$ cat config.mk
export PLATFORM = sky130hd
export DESIGN_NAME = dmem_arbiter_flat
export DESIGN_NICKNAME = d
export VERILOG_FILES = /design/src/rtl/dmem_pkg.sv /design/src/rtl/dmem_arbiter_if.sv /design/src/rtl/dmem_arb_pick.sv /design/src/rtl/dmem_arbiter.sv /design/src/flat_wrapper.sv
export SDC_FILE = /design/constraint.sdc
export NUM_CORES = 1
export LEC_CHECK = 0
export ABC_CLOCK_PERIOD_IN_PS = 1800
export BUFFER_PORTS_ARGS = -buffer_cell sky130_fd_sc_hd__buf_2
export CORE_ASPECT_RATIO = 2
export CORE_UTILIZATION = 25
export DETAILED_ROUTE_END_ITERATION = 7
export PLACE_DENSITY_LB_ADDON = 0.08
export SLEW_MARGIN = 20
export SYNTH_ARGS = -nofsm -noshare
export SYNTH_HDL_FRONTEND = slang
export SYNTH_SLANG_ARGS = --single-unit
$ cat constraint.sdc
create_clock -name clk_i -period 1.8 [get_ports clk_i]
set_clock_uncertainty 0.2 [all_clocks]
set_input_delay 0.36 -clock clk_i [delete_from_list [all_inputs] [get_ports clk_i]]
set_output_delay 0.36 -clock clk_i [all_outputs]
set_load 0.01 [all_outputs]
$ cat src/rtl/dmem_pkg.sv
// Shared definitions for the data-memory path.
// Contents:
//   W_BYTE / W_HALF / W_WORD : access width encodings (2'b10 is illegal)
//   state_t                  : arbiter FSM states
//   misaligned()             : alignment / illegal-width check, also used by
//                              the memory wrapper and the exception unit
package dmem_pkg;

  localparam logic [1:0] W_BYTE = 2'b00;
  localparam logic [1:0] W_HALF = 2'b01;
  localparam logic [1:0] W_WORD = 2'b11;

  typedef enum logic [1:0] {
    ST_IDLE  = 2'd0,
    ST_ISSUE = 2'd1,
    ST_RESP  = 2'd2
  } state_t;

  // True when the access must not touch memory: illegal width encoding,
  // odd halfword, or word not on a 4-byte boundary.
  function automatic logic misaligned(input logic [1:0] width,
                                      input logic [1:0] adr_lo);
    return (width == 2'b10) ||
           (width == W_HALF && adr_lo[0]) ||
           (width == W_WORD && adr_lo != 2'b00);
  endfunction

endpackage

$ cat src/rtl/dmem_arbiter_if.sv
// Bus bundle between the two requesters, the arbiter and the data memory.
// Requester side (per port n = 0/1):
//   pn_req_i, pn_we_i, pn_width_i, pn_sign_i, pn_adr_i, pn_dat_i : request
//   pn_gnt_o  : request accepted this cycle (combinational)
//   pn_done_o : one-cycle completion pulse; rdata_o / err_o valid with it
// Memory side:
//   mem_wen_o, mem_width_o, mem_sign_o, mem_adr_o, mem_dat_o : access
//   mem_dat_i : lane-selected, extended read data, one cycle after access
// Handshake: a requester raises req with its fields and holds them stable
// until the cycle in which gnt is high; the request is taken on that clock
// edge. Dropping req before gnt withdraws it with no side effect. Exactly
// one done pulse follows each gnt unless reset intervenes.
// Modports: slave = arbiter view, master = requester/memory (bench) view.
interface dmem_arbiter_if #(
  parameter int ADDR_W = 16
);
  logic              p0_req_i;
  logic              p0_we_i;
  logic [1:0]        p0_width_i;
  logic              p0_sign_i;
  logic [ADDR_W-1:0] p0_adr_i;
  logic [31:0]       p0_dat_i;
  logic              p0_gnt_o;
  logic              p0_done_o;

  logic              p1_req_i;
  logic              p1_we_i;
  logic [1:0]        p1_width_i;
  logic              p1_sign_i;
  logic [ADDR_W-1:0] p1_adr_i;
  logic [31:0]       p1_dat_i;
  logic              p1_gnt_o;
  logic              p1_done_o;

  logic [31:0]       rdata_o;
  logic              err_o;

  logic              mem_wen_o;
  logic [1:0]        mem_width_o;
  logic              mem_sign_o;
  logic [ADDR_W-1:0] mem_adr_o;
  logic [31:0]       mem_dat_o;
  logic [31:0]       mem_dat_i;

  modport slave (
    input  p0_req_i, p0_we_i, p0_width_i, p0_sign_i, p0_adr_i, p0_dat_i,
    input  p1_req_i, p1_we_i, p1_width_i, p1_sign_i, p1_adr_i, p1_dat_i,
    output p0_gnt_o, p0_done_o, p1_gnt_o, p1_done_o, rdata_o, err_o,
    output mem_wen_o, mem_width_o, mem_sign_o, mem_adr_o, mem_dat_o,
    input  mem_dat_i
  );

  modport master (
    output p0_req_i, p0_we_i, p0_width_i, p0_sign_i, p0_adr_i, p0_dat_i,
    output p1_req_i, p1_we_i, p1_width_i, p1_sign_i, p1_adr_i, p1_dat_i,
    input  p0_gnt_o, p0_done_o, p1_gnt_o, p1_done_o, rdata_o, err_o,
    input  mem_wen_o, mem_width_o, mem_sign_o, mem_adr_o, mem_dat_o,
    output mem_dat_i
  );
endinterface

$ cat src/rtl/dmem_arb_pick.sv
// Winner selection and port-1 starvation counter.
// Ports:
//   clk_i, rst_i          : clock, synchronous active-high reset
//   idle_i                : arbiter can accept a request this cycle
//   p0_req_i, p1_req_i    : raw requests
//   p0_gnt_o, p1_gnt_o    : combinational grants, at most one high
//   wait_cnt_o            : cycles port 1 has waited (saturates at WAIT_MAX)
module dmem_arb_pick #(
  parameter int WAIT_MAX = 8,
  parameter int WAIT_W   = 4
) (
  input  logic              clk_i,
  input  logic              rst_i,
  input  logic              idle_i,
  input  logic              p0_req_i,
  input  logic              p1_req_i,
  output logic              p0_gnt_o,
  output logic              p1_gnt_o,
  output logic [WAIT_W-1:0] wait_cnt_o
);

  localparam logic [WAIT_W-1:0] WAIT_LIM = WAIT_W'(WAIT_MAX);

  logic [WAIT_W-1:0] wait_cnt_q;
  logic              p1_wins;

  // Port 0 has priority until port 1 has waited WAIT_MAX cycles.
  assign p1_wins  = p1_req_i && (!p0_req_i || wait_cnt_q == WAIT_LIM);
  assign p1_gnt_o = idle_i && p1_wins;
  assign p0_gnt_o = idle_i && p0_req_i && !p1_wins;

  assign wait_cnt_o = wait_cnt_q;

  // Counts every cycle port 1 asks and is refused, including cycles where
  // the arbiter is busy with another access.
  always_ff @(posedge clk_i) begin
    if (rst_i) begin
      wait_cnt_q <= '0;
    end else if (!p1_req_i || p1_gnt_o) begin
      wait_cnt_q <= '0;
    end else if (wait_cnt_q != WAIT_LIM) begin
      wait_cnt_q <= wait_cnt_q + 1'b1;
    end
  end

endmodule

$ cat src/rtl/dmem_arbiter.sv
// Two-port arbiter and sequencer in front of the byte-lane data memory.
// One request is latched at a time, driven to memory for one cycle, and
// answered with a done pulse plus rdata/err.
// Ports:
//   clk_i, rst_i : clock, synchronous active-high reset
//   bus          : requester + memory bundle (slave modport)
//   state_o      : current FSM state (debug)
//   wait_cnt_o   : port-1 starvation counter (debug)
module dmem_arbiter
  import dmem_pkg::*;
#(
  parameter int ADDR_W   = 16,
  parameter int WAIT_MAX = 8,
  parameter int WAIT_W   = 4
) (
  input  logic              clk_i,
  input  logic              rst_i,
  dmem_arbiter_if.slave     bus,
  output state_t            state_o,
  output logic [WAIT_W-1:0] wait_cnt_o
);

  state_t            state_q, state_d;
  logic              p0_gnt, p1_gnt;
  logic              we_q, sign_q, owner_q;
  logic [1:0]        width_q;
  logic [ADDR_W-1:0] adr_q;
  logic [31:0]       dat_q;
  logic [31:0]       rdata_q;
  logic              err_q, done0_q, done1_q;
  logic              mis;

  dmem_arb_pick #(
    .WAIT_MAX (WAIT_MAX),
    .WAIT_W   (WAIT_W)
  ) u_pick (
    .clk_i      (clk_i),
    .rst_i      (rst_i),
    .idle_i     (state_q == ST_IDLE),
    .p0_req_i   (bus.p0_req_i),
    .p1_req_i   (bus.p1_req_i),
    .p0_gnt_o   (p0_gnt),
    .p1_gnt_o   (p1_gnt),
    .wait_cnt_o (wait_cnt_o)
  );

  assign mis = misaligned(width_q, adr_q[1:0]);

  always_comb begin
    state_d = state_q;
    case (state_q)
      ST_IDLE:  if (p0_gnt || p1_gnt) state_d = ST_ISSUE;
      ST_ISSUE: state_d = ST_RESP;
      ST_RESP:  state_d = ST_IDLE;
      default:  state_d = ST_IDLE;
    endcase
  end

  always_ff @(posedge clk_i) begin
    if (rst_i) begin
      state_q <= ST_IDLE;
      we_q    <= 1'b0;
      width_q <= 2'b00;
      sign_q  <= 1'b0;
      adr_q   <= '0;
      dat_q   <= '0;
      owner_q <= 1'b0;
      rdata_q <= '0;
      err_q   <= 1'b0;
      done0_q <= 1'b0;
      done1_q <= 1'b0;
    end else begin
      state_q <= state_d;
      // The latches feed the memory outputs directly, so they only change
      // on a grant and otherwise hold the last access on the memory bus.
      if (p1_gnt) begin
        we_q    <= bus.p1_we_i;
        width_q <= bus.p1_width_i;
        sign_q  <= bus.p1_sign_i;
        adr_q   <= bus.p1_adr_i;
        dat_q   <= bus.p1_dat_i;
        owner_q <= 1'b1;
      end else if (p0_gnt) begin
        we_q    <= bus.p0_we_i;
        width_q <= bus.p0_width_i;
        sign_q  <= bus.p0_sign_i;
        adr_q   <= bus.p0_adr_i;
        dat_q   <= bus.p0_dat_i;
        owner_q <= 1'b0;
      end
      done0_q <= (state_q == ST_RESP) && !owner_q;
      done1_q <= (state_q == ST_RESP) && owner_q;
      if (state_q == ST_RESP) begin
        // Stores and rejected accesses return zero rather than stale data.
        rdata_q <= (we_q || mis) ? 32'h0 : bus.mem_dat_i;
        err_q   <= mis;
      end
    end
  end

  assign bus.p0_gnt_o    = p0_gnt;
  assign bus.p1_gnt_o    = p1_gnt;
  assign bus.p0_done_o   = done0_q;
  assign bus.p1_done_o   = done1_q;
  assign bus.rdata_o     = rdata_q;
  assign bus.err_o       = err_q;
  assign bus.mem_wen_o   = (state_q == ST_ISSUE) && we_q && !mis;
  assign bus.mem_width_o = width_q;
  assign bus.mem_sign_o  = sign_q;
  assign bus.mem_adr_o   = adr_q;
  assign bus.mem_dat_o   = dat_q;

  assign state_o = state_q;

endmodule
$ cat src/flat_wrapper.sv
// flat-port wrapper written by rule: the top's interface ports become plain ports
module dmem_arbiter_flat import dmem_pkg::*;
#(
  parameter int ADDR_W   = 16,
  parameter int WAIT_MAX = 8,
  parameter int WAIT_W   = 4
)
  (clk_i, rst_i, state_o, wait_cnt_o, bus_p0_req_i, bus_p0_we_i, bus_p0_width_i, bus_p0_sign_i, bus_p0_adr_i, bus_p0_dat_i, bus_p1_req_i, bus_p1_we_i, bus_p1_width_i, bus_p1_sign_i, bus_p1_adr_i, bus_p1_dat_i, bus_p0_gnt_o, bus_p0_done_o, bus_p1_gnt_o, bus_p1_done_o, bus_rdata_o, bus_err_o, bus_mem_wen_o, bus_mem_width_o, bus_mem_sign_o, bus_mem_adr_o, bus_mem_dat_o, bus_mem_dat_i);
  dmem_arbiter_if #(.ADDR_W(ADDR_W)) bus_i ();
  input  logic clk_i;
  input  logic rst_i;
  output state_t state_o;
  output logic [WAIT_W-1:0] wait_cnt_o;
  input wire logic [$bits(bus_i.p0_req_i)-1:0] bus_p0_req_i;
  input wire logic [$bits(bus_i.p0_we_i)-1:0] bus_p0_we_i;
  input wire logic [$bits(bus_i.p0_width_i)-1:0] bus_p0_width_i;
  input wire logic [$bits(bus_i.p0_sign_i)-1:0] bus_p0_sign_i;
  input wire logic [$bits(bus_i.p0_adr_i)-1:0] bus_p0_adr_i;
  input wire logic [$bits(bus_i.p0_dat_i)-1:0] bus_p0_dat_i;
  input wire logic [$bits(bus_i.p1_req_i)-1:0] bus_p1_req_i;
  input wire logic [$bits(bus_i.p1_we_i)-1:0] bus_p1_we_i;
  input wire logic [$bits(bus_i.p1_width_i)-1:0] bus_p1_width_i;
  input wire logic [$bits(bus_i.p1_sign_i)-1:0] bus_p1_sign_i;
  input wire logic [$bits(bus_i.p1_adr_i)-1:0] bus_p1_adr_i;
  input wire logic [$bits(bus_i.p1_dat_i)-1:0] bus_p1_dat_i;
  output wire logic [$bits(bus_i.p0_gnt_o)-1:0] bus_p0_gnt_o;
  output wire logic [$bits(bus_i.p0_done_o)-1:0] bus_p0_done_o;
  output wire logic [$bits(bus_i.p1_gnt_o)-1:0] bus_p1_gnt_o;
  output wire logic [$bits(bus_i.p1_done_o)-1:0] bus_p1_done_o;
  output wire logic [$bits(bus_i.rdata_o)-1:0] bus_rdata_o;
  output wire logic [$bits(bus_i.err_o)-1:0] bus_err_o;
  output wire logic [$bits(bus_i.mem_wen_o)-1:0] bus_mem_wen_o;
  output wire logic [$bits(bus_i.mem_width_o)-1:0] bus_mem_width_o;
  output wire logic [$bits(bus_i.mem_sign_o)-1:0] bus_mem_sign_o;
  output wire logic [$bits(bus_i.mem_adr_o)-1:0] bus_mem_adr_o;
  output wire logic [$bits(bus_i.mem_dat_o)-1:0] bus_mem_dat_o;
  input wire logic [$bits(bus_i.mem_dat_i)-1:0] bus_mem_dat_i;
  assign bus_i.p0_req_i = bus_p0_req_i;
  assign bus_i.p0_we_i = bus_p0_we_i;
  assign bus_i.p0_width_i = bus_p0_width_i;
  assign bus_i.p0_sign_i = bus_p0_sign_i;
  assign bus_i.p0_adr_i = bus_p0_adr_i;
  assign bus_i.p0_dat_i = bus_p0_dat_i;
  assign bus_i.p1_req_i = bus_p1_req_i;
  assign bus_i.p1_we_i = bus_p1_we_i;
  assign bus_i.p1_width_i = bus_p1_width_i;
  assign bus_i.p1_sign_i = bus_p1_sign_i;
  assign bus_i.p1_adr_i = bus_p1_adr_i;
  assign bus_i.p1_dat_i = bus_p1_dat_i;
  assign bus_p0_gnt_o = bus_i.p0_gnt_o;
  assign bus_p0_done_o = bus_i.p0_done_o;
  assign bus_p1_gnt_o = bus_i.p1_gnt_o;
  assign bus_p1_done_o = bus_i.p1_done_o;
  assign bus_rdata_o = bus_i.rdata_o;
  assign bus_err_o = bus_i.err_o;
  assign bus_mem_wen_o = bus_i.mem_wen_o;
  assign bus_mem_width_o = bus_i.mem_width_o;
  assign bus_mem_sign_o = bus_i.mem_sign_o;
  assign bus_mem_adr_o = bus_i.mem_adr_o;
  assign bus_mem_dat_o = bus_i.mem_dat_o;
  assign bus_i.mem_dat_i = bus_mem_dat_i;
  dmem_arbiter #(.ADDR_W(ADDR_W), .WAIT_MAX(WAIT_MAX), .WAIT_W(WAIT_W)) u_core (.clk_i(clk_i), .rst_i(rst_i), .bus(bus_i), .state_o(state_o), .wait_cnt_o(wait_cnt_o));
endmodule
# Yosys cells after proc, flatten, opt, wreduce, memory -nomap -nowiden
# Index checks and enable logic that the tools add are counted.
dict set report word_totals {
  regBits 94
}
dict set report op_classes {
  add_sub_neg 1
  eq_ne 8
  mux 15
  n_reduce_logical 25
}
# op count
set ops {}
lappend ops {{32-bit 2-to-1 mux} 3}
lappend ops {{16-bit 2-to-1 mux} 2}
lappend ops {{1-bit logical AND} 10}
lappend ops {{2-bit == test, second input constant} 3}
lappend ops {{1-bit logical OR} 6}
lappend ops {{1-bit 2-to-1 mux} 6}
lappend ops {{2-bit 2-to-1 mux} 3}
lappend ops {{1-bit logical NOT} 5}
lappend ops {{4-bit by 1-bit adder with 4-bit output, second input constant} 1}
lappend ops {{2-bit by 1-bit == test with 1-bit output, second input constant} 2}
lappend ops {{4-bit == test, second input constant} 1}
lappend ops {{4-bit inequality test, second input constant} 1}
lappend ops {{2-bit one-hot mux with 2 select lines} 1}
lappend ops {{2-bit nonzero test} 2}
lappend ops {{2-bit logical NOT} 1}
lappend ops {{2-bit by 1-bit inequality test with 1-bit output, second input constant} 1}
lappend ops {{2-bit OR reduction} 1}

# Depth between registers and ports, before layout
dict set report logic_depth {
  ltp_word 8
  mapped_depth 7
  mapped_depth_nobuf 6
}

# By module
# Synthesis repeated with hierarchy kept, for this count alone.
dict set report hier_totals {
  cells_unflattened 350
  area_unflattened_um2 3890.0
}
# mod n_inst cells_each area_per_inst_um2 seq_area_each_um2
set by_module_without_submodules {}
lappend by_module_without_submodules {dmem_arbiter 1 322 3634.7 1801.7}
lappend by_module_without_submodules {dmem_arb_pick 1 28 255.2 80.1}

# Worst setup path before layout
# OpenSTA, ideal clock, no wires.
dict set report synth_path {
  kind {register -> output}
  start {reg u_core.u_pick.wait_cnt_q[0] (netlist: u_core.u_pick.wait_cnt_o[0])}
  end {out bus_p1_gnt_o}
  arrival_time_ps 1360
  slack_ps -120
  stages_incl_launch_ff 7
  n_path_buf 1
  path_cell_list {dfxtp_1 inv_1 ha_1 and3b_1 clkbuf_1 o211ai_2 inv_2}
}
dict set report synth_between {
  elab_chain_cells 4
}
# item line
set synth_rtl {}
lappend synth_rtl {{start, declared} dmem_arb_pick.sv:24} ;# logic [WAIT_W-1:0] wait_cnt_q;
lappend synth_rtl {{start signal, assigned} dmem_arb_pick.sv:42} ;# wait_cnt_q <= wait_cnt_q + 1'b1;
lappend synth_rtl {{4-bit == test} dmem_arb_pick.sv:28} ;# assign p1_wins = p1_req_i && (!p0_req_i || wait_cnt_q == WAIT_LIM);
lappend synth_rtl {{1-bit logical OR} dmem_arb_pick.sv:28}
lappend synth_rtl {{1-bit logical AND} dmem_arb_pick.sv:28}
lappend synth_rtl {{1-bit logical AND} dmem_arb_pick.sv:29} ;# assign p1_gnt_o = idle_i && p1_wins;
lappend synth_rtl {{end, declared} flat_wrapper.sv:28} ;# output wire logic [$bits(bus_i.p1_gnt_o)-1:0] bus_p1_gnt_o;
# Every way passes these cells.

# Final worst setup path
# Same ends and word-level chain as after synthesis.

==> run_results.csv <==
group,metric,value,unit
sta,slew_headroom,64.6,%
synth,synth_cells,369,
synth,async_flop_share,0,%
worst_setup_path,slowest_delay,0.33,ns
clock_network,cts_buffers,9,
clock_network,cts_sinks,94,
power,p_int,0.00392,W
worst_setup_path,worstSetupStartpointType,"register",
power,p_clk_share,33.4,%
worst_setup_path,crit_arrival,1.47,ns
sta,final_max_slew_viol_count,0,
detailed_routing,wire_per_inst,19.0,um
sta,hold_violations,0,
sta,fin_ws,-0.234,ns
global_route,antenna_found_initial,0,
cells_and_area,final_core_util,41.9,%
synth,ys_seq_area_share,47.2,%
place,place.gp.congestion,0.735,
sta,tightestPinTransition,0.531,ns
detailed_routing,drt_iter0_markers,144,
detailed_routing,route.detailed.drc,0,
place,pre_cts_ws,-0.0635,ns
min_path,hp-class,"primary input to register",
synth,synth_nets,511,
cells_and_area,area_growth,65.2,%
global_route,overflow,0,
sta,setup_viol,69,
clock_network,tritoncts,"done",
die,initial_utilization,25.4,%
status,violations,"setup timing",
clock_network,ctsHoldBuffers,0,
flow_run,maxCapViolCount,0,
global_route,grt_usage,17.4,%
synth,ys_types,33,
synth,synth-edff-count,0,
clock_network,cts_max_level,3,
power,p_per_area,842,nW/um^2
place,dpl.hpwl,10.1,mm
synth,avgSynthCellArea,10.8,sq um
sta,hold_slack,0.0393,ns
die,core,15700,sq um
clock_network,ctsRootBufferMaster,"clkbuf_16",
global_route,grt_pass1_wl,22.7,mm
clock_network,clk_latency,0.34,ns
clock_network,cts.path.max_buffers,2,
power,combPwrFrac,24.7,%
cells_and_area,diodes,0,
die,die_area,16500,sq um
worst_setup_path,crit_path_top_delay_cell,"dfxtp_2",
synth,yosysTopAreaCell,"dfxtp_1",
detailed_routing,wl,15.9,mm
clock_network,clk_pin_slew_worst_paths,0.08,ns
sta,fmax,492,MHz
place,io_buffers,234,
synth,ys_ff_latch,94,
detailed_routing,viasPerCell,5.07,
die,fp.dieW,91.3,um
global_route,grt_pass1_vias,4469,
die,die_h,181,um
worst_setup_path,crit_type,"register to output port",
place,dp_cells,793,
cells_and_area,finalNonFillerCells,835,
power,peakVddDrop,0.422,mV
synth,ys.flop_type,"dfxtp_1",
sta,fin_crit,2.03,ns
worst_setup_path,cpMostUsedCell,"inv_2",
worst_setup_path,critPathMaxFanout,2,
die,fp-row-count,65,
sta,period_share,113,%
detailed_routing,ant_nets,0,
power,pwr-share-seq,41.9,%
power,switchingPower,0.00162,W
cells_and_area,drive_above_1_share,56.8,%
worst_setup_path,cp.required,1.24,ns
sta,rsz0062_at_grt,"true",
cells_and_area,fin_nets,771,
detailed_routing,firstDrtPassIters,6,
global_route,grt_max_degree,54,
power,p_sw_share,29.3,%
die,boundaryPins,235,
synth,yosysTopAreaCellShare,47.2,%
worst_setup_path,path_cells,"inv_2 > ha_4 > and3b_2 > o211ai_4 > inv_2 > buf_6",
synth,yosysWarningCount,0,
worst_setup_path,worst_setup_path_end_kind,"output port",
synth,synth_area,3980,sq um
synth,synthTopCellsByArea,"dfxtp_1 (47%), mux2i_1 (13%), a221oi_1 (11%)",
status,status,"finished, violations left",
power,p_leak,2.98,nW
detailed_routing,num_vias,4230,
-- stage by stage --
stage                     area [sq um]  setup TNS (ns)  power, W
after global placement            5570          -0.923   0.00344
after floorplan                   4000          -0.944   0.00292
after CTS                         6140           -3.42   0.00547
after global routing              6580           -8.62   0.00581
final                             6580           -4.46   0.00555
after detailed placement          5570           -1.54   0.00345
-- worst max-delay path, delay by kind of cell (launching register included) --
kind / cells / cell delay [ns]
flops: 1 / 0.33
buf+inv: 3 / 0.24
simple gates: 1 / 0.21
compound gates: 1 / 0.20
fa+ha+maj: 1 / 0.15
-- layer usage --
layer	GRT usage (%)	up-vias	part of all wire [%]
met5	0	-	0
met4	5.84	0	1.0
met3	4.18	8	6.0
met2	33.6	164	57
met1	18.0	2051	36
li1	-	2007	-
-- power by group through the flow --
stage          clock, W  combinational (W)  sequential [W]
6_report        0.00185            0.00137         0.00232
5_1_grt         0.00200            0.00147         0.00234
4_1_cts         0.00194            0.00121         0.00232
3_5_place_dp          0            0.00109         0.00236
3_3_place_gp          0            0.00108         0.00236
2_1_floorplan         0           0.000494         0.00243
-- what timing repair did --
item	4_1_cts	5_1_grt
endpoints found under the setup margin	36	88
buffers inserted	9	11
pin swaps	26	25
gates cloned	3	7
resized for setup	35	50
-- cells in the mapped netlist, types with 3 or more instances --
cell type	number
nor2_1	4
inv_1	3
a22o_1	32
a221oi_1	52
nor3_1	3
buf_6	4
nor4_1	53
clkbuf_1	32
mux2i_1	53
nand2b_1	3
buf_2	10
dfxtp_1	94
-- placed cells by master (no fill, tap or decap), types with 2 or more instances in the layout --
cell / n
dfxtp_1: 88
a221oi_1: 37
clkbuf_16: 15
nor2_1: 3
nand2b_1: 2
clkinvlp_4: 2
dfxtp_2: 3
inv_2: 4
buf_12: 13
nor3_1: 3
a221oi_2: 15
a22o_1: 32
buf_6: 7
mux2i_4: 4
mux2i_1: 41
buf_2: 232
nor4_1: 52
buf_8: 6
nor3b_1: 2
inv_8: 2
dfxtp_4: 3
xnor2_1: 2
buf_16: 3
buf_4: 29
mux2i_2: 8
-- worst paths after layout --
| check | from | cells after the start | slack, ns | end |
|---|---|---|---|---|
| setup reg to reg | u_core.state_o[0]$_SDFFE_PP0P_ | 6 | -0.11 | u_core.bus.rdata_o[15]$_SDFFE_PP0N_ |
| hold / removal | bus_mem_dat_i[8] | 2 | 0.04 | u_core.bus.rdata_o[8]$_SDFFE_PP0N_ |
| setup / recovery | u_core.u_pick.wait_cnt_o[0]$_SDFFE_PP0N_ | 6 | -0.23 | bus_p1_gnt_o |
| hold reg to reg | u_core.owner_q$_SDFFE_PP0P_ | 1 | 0.25 | u_core.bus.p0_done_o$_SDFF_PP0_ |
-- cell type report --
class                      count  area, sq um
fill                        1604         9110
multi-input combinational    223         2090
timing repair buffer         296         2040
sequential                    94         1900
tap                          201          251
clock buffer                  10          229
clock inverter                 6         55.1
inverter                       5         18.8
-- flip-flops by register name (all words and copies together) (netlist names) --
signal                    count
u_core.bus.mem_dat_o         32
u_core.bus.rdata_o           32
u_core.bus.mem_adr_o         16
u_core.u_pick.wait_cnt_o      4
u_core.bus.mem_width_o        2
u_core.state_o                2
u_core.bus.err_o              1
u_core.bus.mem_sign_o         1
u_core.bus.p0_done_o          1
u_core.bus.p1_done_o          1
u_core.owner_q                1
u_core.we_q                   1
-- logic make-up (layout without fill, tap and decap cells) --
family	Yosys count	after routing	synth area share, %
flops	94	94	47.2
compound gates	91	91	20.3
simple gates	74	74	11.8
mux	53	53	13.3
xor+xnor	3	3	0.660
fa+ha+maj	2	2	0.628
buf+inv	52	317	6.06
No activity file was read; power rests on OpenSTA's default activity.
